**config.mk**
```make
export PLATFORM = sky130hd
export DESIGN_NAME = mshr_miss_dispatcher
export DESIGN_NICKNAME = d
export VERILOG_FILES = /design/src/rtl/mshr_miss_dispatcher.sv
export SDC_FILE = /design/constraint.sdc
export NUM_CORES = 1
export LEC_CHECK = 0
export CAP_MARGIN = 20
export CORE_AREA = 10 10 218 220
export DETAILED_ROUTE_END_ITERATION = 8
export DIE_AREA = 0 0 228 230
export GPL_ROUTABILITY_DRIVEN = 0
export SLEW_MARGIN = 20
export SYNTH_ARGS = -nofsm -noshare
export SYNTH_HDL_FRONTEND = slang
export SYNTH_SLANG_ARGS = --single-unit
```
**constraint.sdc**
```tcl
create_clock -name clk -period 4.2 [get_ports clk]
set_input_delay 1.26 -clock clk [delete_from_list [all_inputs] [get_ports clk]]
set_output_delay 1.26 -clock clk [all_outputs]
set_load 0.05 [all_outputs]
```
**src/rtl/mshr_miss_dispatcher.sv**
```systemverilog
// Pulls pending misses from the MSHR and issues them to memory.
// Matches memory responses back to entries, completes them to the CPU, and retires them.
module mshr_miss_dispatcher #(
    parameter int addr_bits     = 20,
    parameter int data_bits     = 90,
    parameter int mshr_tag_bits = 3,
    parameter int cpu_id_bits   = 2
) (
    input  logic                     clk,
    input  logic                     reset,
    input  logic                     enable,
    output logic                     read_next,
    input  logic                     rn_valid,
    input  logic [addr_bits-1:0]     rn_addr,
    input  logic [data_bits-1:0]     rn_data,
    input  logic                     rn_rw,
    input  logic                     rn_dirty,
    input  logic [cpu_id_bits-1:0]   rn_cpu_id,
    input  logic [mshr_tag_bits-1:0] rn_mshr_id,
    output logic                     get,
    output logic [mshr_tag_bits-1:0] get_tag,
    input  logic                     get_valid,
    input  logic [addr_bits-1:0]     get_addr,
    input  logic [data_bits-1:0]     get_data,
    input  logic                     get_rw,
    input  logic                     get_dirty,
    input  logic [cpu_id_bits-1:0]   get_cpu_id,
    output logic                     del,
    output logic [mshr_tag_bits-1:0] del_tag,
    input  logic                     empty,
    output logic                     mem_req_valid,
    input  logic                     mem_req_ready,
    output logic [addr_bits-1:0]     mem_req_addr,
    output logic [data_bits-1:0]     mem_req_data,
    output logic                     mem_req_rw,
    output logic                     mem_req_dirty,
    output logic [mshr_tag_bits-1:0] mem_req_tag,
    input  logic                     mem_resp_valid,
    output logic                     mem_resp_ready,
    input  logic [mshr_tag_bits-1:0] mem_resp_tag,
    input  logic [data_bits-1:0]     mem_resp_data,
    output logic                     cpu_resp_valid,
    input  logic                     cpu_resp_ready,
    output logic [cpu_id_bits-1:0]   cpu_resp_cpu_id,
    output logic [addr_bits-1:0]     cpu_resp_addr,
    output logic [data_bits-1:0]     cpu_resp_data,
    output logic                     cpu_resp_rw,
    output logic [mshr_tag_bits:0]   outstanding,
    output logic                     lookup_err,
    output logic                     idle
);

    typedef enum logic {I_IDLE, I_REQ} issue_state_e;
    typedef enum logic [1:0] {R_IDLE, R_LOOKUP, R_SEND} resp_state_e;

    localparam logic [mshr_tag_bits:0] CntOne = {{mshr_tag_bits{1'b0}}, 1'b1};
    localparam logic [mshr_tag_bits:0] CntMax = {1'b1, {mshr_tag_bits{1'b0}}};

    issue_state_e r_issueState, w_issueNext;
    resp_state_e  r_respState,  w_respNext;

    logic [addr_bits-1:0]     r_reqAddr;
    logic [data_bits-1:0]     r_reqData;
    logic                     r_reqRw;
    logic                     r_reqDirty;
    logic [mshr_tag_bits-1:0] r_reqTag;
    logic [mshr_tag_bits-1:0] r_respTag;
    logic [data_bits-1:0]     r_memData;
    logic [cpu_id_bits-1:0]   r_cpuId;
    logic [addr_bits-1:0]     r_cpuAddr;
    logic [data_bits-1:0]     r_cpuData;
    logic                     r_cpuRw;
    logic [mshr_tag_bits:0]   r_outstanding;
    logic                     r_lookupErr;
    logic                     w_issueFire;
    logic                     w_respCapture;
    logic                     w_unusedDirty;

    always_ff @(posedge clk) begin
        if (reset) begin
            r_issueState <= I_IDLE;
            r_respState  <= R_IDLE;
        end else if (enable) begin
            r_issueState <= w_issueNext;
            r_respState  <= w_respNext;
        end
    end

    always_comb begin
        w_issueNext = r_issueState;
        case (r_issueState)
            I_IDLE:  if (rn_valid) w_issueNext = I_REQ;
            I_REQ:   if (mem_req_ready) w_issueNext = I_IDLE;
            default: w_issueNext = I_IDLE;
        endcase
        w_respNext = r_respState;
        case (r_respState)
            R_IDLE:   if (mem_resp_valid) w_respNext = R_LOOKUP;
            R_LOOKUP: w_respNext = get_valid ? R_SEND : R_IDLE;
            R_SEND:   if (cpu_resp_ready) w_respNext = R_IDLE;
            default:  w_respNext = R_IDLE;
        endcase
    end

    // Pulses are masked during reset so nothing is popped or retired while the block restarts.
    always_comb begin
        read_next      = enable && !reset && (r_issueState == I_IDLE) && rn_valid;
        mem_req_valid  = (r_issueState == I_REQ);
        mem_resp_ready = enable && (r_respState == R_IDLE);
        get            = enable && !reset && (r_respState == R_LOOKUP);
        cpu_resp_valid = (r_respState == R_SEND);
        del            = enable && !reset && cpu_resp_valid && cpu_resp_ready;
    end

    assign w_issueFire   = enable && mem_req_valid && mem_req_ready;
    assign w_respCapture = mem_resp_ready && mem_resp_valid;
    assign w_unusedDirty = get_dirty;

    always_ff @(posedge clk) begin
        if (reset) begin
            r_reqAddr  <= '0;
            r_reqData  <= '0;
            r_reqRw    <= 1'b0;
            r_reqDirty <= 1'b0;
            r_reqTag   <= '0;
        end else if (read_next) begin
            r_reqAddr  <= rn_addr;
            r_reqData  <= rn_data;
            r_reqRw    <= rn_rw;
            r_reqDirty <= rn_dirty;
            r_reqTag   <= rn_mshr_id;
        end
    end

    // Writes complete with the entry's own data, reads with what memory returned.
    always_ff @(posedge clk) begin
        if (reset) begin
            r_respTag   <= '0;
            r_memData   <= '0;
            r_cpuId     <= '0;
            r_cpuAddr   <= '0;
            r_cpuData   <= '0;
            r_cpuRw     <= 1'b0;
            r_lookupErr <= 1'b0;
        end else begin
            if (w_respCapture) begin
                r_respTag <= mem_resp_tag;
                r_memData <= mem_resp_data;
            end
            if (get && get_valid) begin
                r_cpuId   <= get_cpu_id;
                r_cpuAddr <= get_addr;
                r_cpuData <= get_rw ? get_data : r_memData;
                r_cpuRw   <= get_rw;
            end
            if (get && !get_valid) r_lookupErr <= 1'b1;
        end
    end

    always_ff @(posedge clk) begin
        if (reset) begin
            r_outstanding <= '0;
        end else begin
            case ({w_issueFire, del})
                2'b10:   if (r_outstanding != CntMax) r_outstanding <= r_outstanding + CntOne;
                2'b01:   if (r_outstanding != '0) r_outstanding <= r_outstanding - CntOne;
                default: r_outstanding <= r_outstanding;
            endcase
        end
    end

    assign mem_req_addr    = r_reqAddr;
    assign mem_req_data    = r_reqData;
    assign mem_req_rw      = r_reqRw;
    assign mem_req_dirty   = r_reqDirty;
    assign mem_req_tag     = r_reqTag;
    assign get_tag         = r_respTag;
    assign del_tag         = r_respTag;
    assign cpu_resp_cpu_id = r_cpuId;
    assign cpu_resp_addr   = r_cpuAddr;
    assign cpu_resp_data   = r_cpuData;
    assign cpu_resp_rw     = r_cpuRw;
    assign outstanding     = r_outstanding;
    assign lookup_err      = r_lookupErr;
    assign idle            = (r_outstanding == '0) && empty &&
                             (r_issueState == I_IDLE) && (r_respState == R_IDLE);

endmodule
```
After elaboration in Yosys (flattened, before gate mapping) --
Cells that the tools add are included.
Storage, ports and cells: latch bits 0, memory bits (read-only) 0, memories 0, RAM bits 0, register bits 329, output and inout bits 246, logic and storage cells 61
Operators by class: $lt $le $gt $ge 0, reductions and logical operators 23, add/subtract/negate cells 2, equal/unequal tests 9, multiply operators 0, shifts and indexed selects 0, mux-type cells 11, bitwise gates (word level) 1, div/mod/pow operators 0
Operators by type and width (number):
- 90-bit two-way mux | 1
- 1-bit logical AND | 15
- 4-bit two-way mux | 2
- 4-bit case mux with 2 select lines | 1
- 2-bit two-way mux | 3
- 2-bit inequality test, second input constant | 3
- 2-bit case mux with 3 select lines | 1
- 3-bit AND reduction | 2
- 4-bit by 1-bit adder with 4-bit output, second input constant | 1
- 2-bit by 1-bit == test with 1-bit output, second input constant | 2
- 2-bit == test, second input constant | 2
- 4-bit logical NOT | 1
- 4-bit inequality test, second input constant | 1
- 4-bit nonzero test | 1
- 4-bit by 1-bit subtractor with 4-bit output, second input constant | 1
- 1-bit logical NOT | 2
- 2-bit logical NOT | 1
- 1-bit two-way mux | 2
- 2-bit by 1-bit inequality test with 1-bit output, second input constant | 1
- 1-bit case mux with 2 select lines | 1
- 2-bit nonzero test | 1
- 1-bit NOT | 1

Longest topological paths before layout --
depth in word-level cells 7, depth in mapped cells 9, mapped depth without buffers 8

Least setup slack after synthesis --
OpenSTA, ideal clock, no wires.
path kind input to output, start point input enable, end point output mem_resp_ready, arrival time 2.488 ns, stages 1, required time 2.940 ns, path slack 0.452 ns, cell sequence nor3b_1
On the way: word-level cells in the longest chain between the ends 1
RTL lines:
- start, declared | RTL line 11 | input logic enable,
- 1-bit logical AND | RTL line 109 | mem_resp_ready = enable && (r_respState == R_IDLE);
- end, declared | RTL line 39 | output logic mem_resp_ready,
No other way between the ends.

Worst setup path in the final report --
start point input enable, end point output del
On the way: word-level cells in the longest chain between the ends 3
RTL lines:
- 1-bit logical AND (3 in series) | RTL line 112 | del = enable && !reset && cpu_resp_valid && cpu_resp_ready;
- end, declared | RTL line 28 | output logic del,
No other way between the ends.

==> results.yml <==
logic_synthesis:
  syn_area_per_cell_um2: 8.65
  yosys.area.top_type: "dfxtp_1"
  yosysSeqAreaShare_pct: 51.7
  synth_area_mm2: 0.0127
  synth_cell_types: 33
  synth-seq-cells: 329
  syn_nets: 1810
  synth_warnings: 0
  syn_inst: 1472
  ys_top_cells_by_area: "dfxtp_1 (52%), nand2_1 (10%), mux2i_1 (7.2%), nand2b_1 (5.8%), a21oi_1 (4.9%)"
  synth_top_area_share_pct: 51.7
layout:
  area_growth_pct: 58.5
  final_cell_count_no_fill: 2601
  drive_gt1_share_pct: 5.43
  final_cell_mix: "clkdlybuf4s50_1 (568), nand2_1 (353), dfxtp_1 (329), a21oi_1 (124), nand2b_1 (117)"
  mostFrequentLayoutCell: "clkdlybuf4s50_1"
  fin_nets: 2319
route:
  detail-route-antenna-nets: 0
  vias_per_cell: 4.54
  route.detailed.wl_per_inst_um: 20.0
  dr.first_iter.drc_count: 571
  met1Wirelength_um: 19800
  routed_wl_um: 52100
  top_layer: "met5"
  wl_met3_um: 5640
  firstDrtPassIters: 5
  route.met2.wl_um: 25200
  drc: 0
  vias: 11800
global_routing:
  gr-total-overflow: 0
  antenna_found_initial: 19
  grt_pass1_vias: 11600
  grt_pass1_wl_um: 75800
  grt_max_degree: 231
  track_usage_pct: 18.8
timing:
  finalSetupTns_ns: 0
  min_period_ns: 3.88
  maxSlewViolCount: 0
  setup-violations-final: 0
  max_freq_mhz: 258
  slew_headroom_pct: 33.5
  rsz0062_at_grt: "no"
  worstMarginPinSlew_ns: 0.997
  period_share_pct: 92.3
  hold_viol: 0
  skew_ns: 0.0187
die:
  chipWidth_um: 228
  fp.dieH_um: 230
  io_pins: 579
  core_mm2: 0.0429
  start_util_pct: 29.7
  rows: 76
  dieArea_mm2: 0.0524
status:
  status: "finished clean"
setup_path:
  cp_top_family: "buffers and inverters"
  start_kind: "input pin"
  worstPathMaxFanout: 9
  crit_type: "in -> out"
  endpoint_kind: "primary output"
  arrival_ns: 2.62
  critPathBufInv: 2
  required_ns: 2.94
  slowest_delay_ns: 0.67
  critPathSlowestCell: "clkdlybuf4s50_1"
  crit_chain: "clkdlybuf4s50_1 > nor2b_1 > and3_1 > buf_4"
power:
  leakagePower_nw: 7.16
  clock_power_share_pct: 42.8
  peakVddDrop_mv: 0.305
  power.internal_mw: 5.79
  seqPwrFrac_pct: 42.2
  power_switching_mw: 2.04
  swShare_pct: 26.1
  power.density_mw_per_mm2: 388
  p_comb_share_pct: 15.0
placed_design:
  dp_cells: 2525
  port_buffers: 575
  dp_hpwl_um: 38900
min_path:
  hp-class: "reg -> reg"
flow_run:
  maxCapViolations: 0
clocking:
  clock_sink_count: 329
  cts_resized: 0
  cts_tree: "done"
  cts_made_buffers: 39
  postCtsSetupRepairBufs: 0
  htree_levels: 2
  clock_latency_ns: 0.56
  hold_buffers: 0
  ctsLongestPathBuffers: 3
  clkTransAtPathRegs_ns: 0.06
  cts-root-buf: "clkbuf_16"
## final cells by class
type | instances | area, um^2
timing repair buffer | 589 | 5980
antenna | 8 | 20.0
fill | 4173 | 22700
inverter | 6 | 22.5
clock buffer | 54 | 1090
sequential | 329 | 6590
tap | 585 | 732
clock inverter | 14 | 161
multi-input combinational | 1016 | 5580
## power groups by stage
stage	sequential, mW	clock (mW)	combinational [mW]
6_report	3.31	3.35	1.17
5_1_grt	3.32	3.57	1.25
4_1_cts	3.31	3.47	1.18
3_5_place_dp	3.37	0	1.18
3_3_place_gp	3.37	0	1.17
2_1_floorplan	3.63	0	0.332
## metrics by stage
step / hold WS [ns] / worst slack, ns / cell area (um^2) / util (%) / power [mW]
3_5_place_dp: 0.446 / 0.262 / 18900 / 44.1 / 4.55
4_1_cts: 0.453 / 0.327 / 20200 / 47.0 / 7.96
2_1_floorplan: 0.436 / 0.452 / 12700 / - / 3.96
3_3_place_gp: 0.441 / 0.285 / 18900 / 44.1 / 4.54
5_1_grt: 0.467 / 0.254 / 20200 / 47.0 / 8.14
6_report: 0.452 / 0.321 / 20200 / 47.0 / 7.83
## flip-flops by register name (all words and copies together), names as in the netlist, 2 cells and up
| register | cells |
|---|---|
| mem_req_data | 90 |
| r_respState | 2 |
| r_memData | 90 |
| cpu_resp_cpu_id | 2 |
| mem_req_tag | 3 |
| mem_req_addr | 20 |
| cpu_resp_data | 90 |
| del_tag | 3 |
| cpu_resp_addr | 20 |
| outstanding | 4 |
## worst reg2reg max path, stage by stage, from the launching register on
cell and delay [ns]:
dfxtp_1 0.47, nor2b_1 0.21, and3_1 0.23, ha_1 0.18, ha_1 0.23, a21o_1 0.18
a21oi_1 0.24, mux2_2 0.36, a211o_1 0.26
## per-layer routing
layer	GRT usage, %	up-vias
met1	20.0	5370
met2	32.1	428
met3	9.12	87
li1	-	5913
met5	0	-
met4	6.46	14
## cell families (layout without fill, tap and decap cells)
group | count (synthesis) | count (layout) | share of synthesized area [%]
and+or+nand+nor | 583 | 583 | 19.9
AOI/OAI and AO/OA | 333 | 333 | 15.8
DFF | 329 | 329 | 51.7
buffers and inverters | 127 | 663 | 4.56
muxes | 93 | 93 | 7.33
adders and majority gates | 5 | 5 | 0.550
xor gates and xnor gates | 2 | 2 | 0.138
other | 0 | 8 | 0
## Yosys cell counts, drive strengths merged
master  instances
mux2            2
and3            2
and2            2
nor2b           2
and3b           1
nor3b           1
buf            54
nand2b        117
xnor2           2
nor2           97
ha              4
a211oi         91
a21o            1
nor3            1
nand4b          1
dfxtp         329
clkbuf         67
nand2         354
fa              1
nand3           1
mux2i          91
a211o           1
inv             6
or4             1
o21ai         116
and4bb          1
nor4            2
a21oi         124
## path summary, 6_finish.rpt
kind                            depth (start not counted)                         from                          end  slack [ns]
worst max-delay path                                    4                       enable                          del        0.32
worst min-delay path                                    2     cpu_resp_rw$_SDFFE_PP0P_     cpu_resp_rw$_SDFFE_PP0P_        0.45
worst max register to register                          8  r_respState[1]$_SDFFE_PP0P_  outstanding[3]$_SDFFE_PP0P_        1.72
worst min register to register                          2     cpu_resp_rw$_SDFFE_PP0P_     cpu_resp_rw$_SDFFE_PP0P_        0.45
Power figures use the tool's default switching activity.
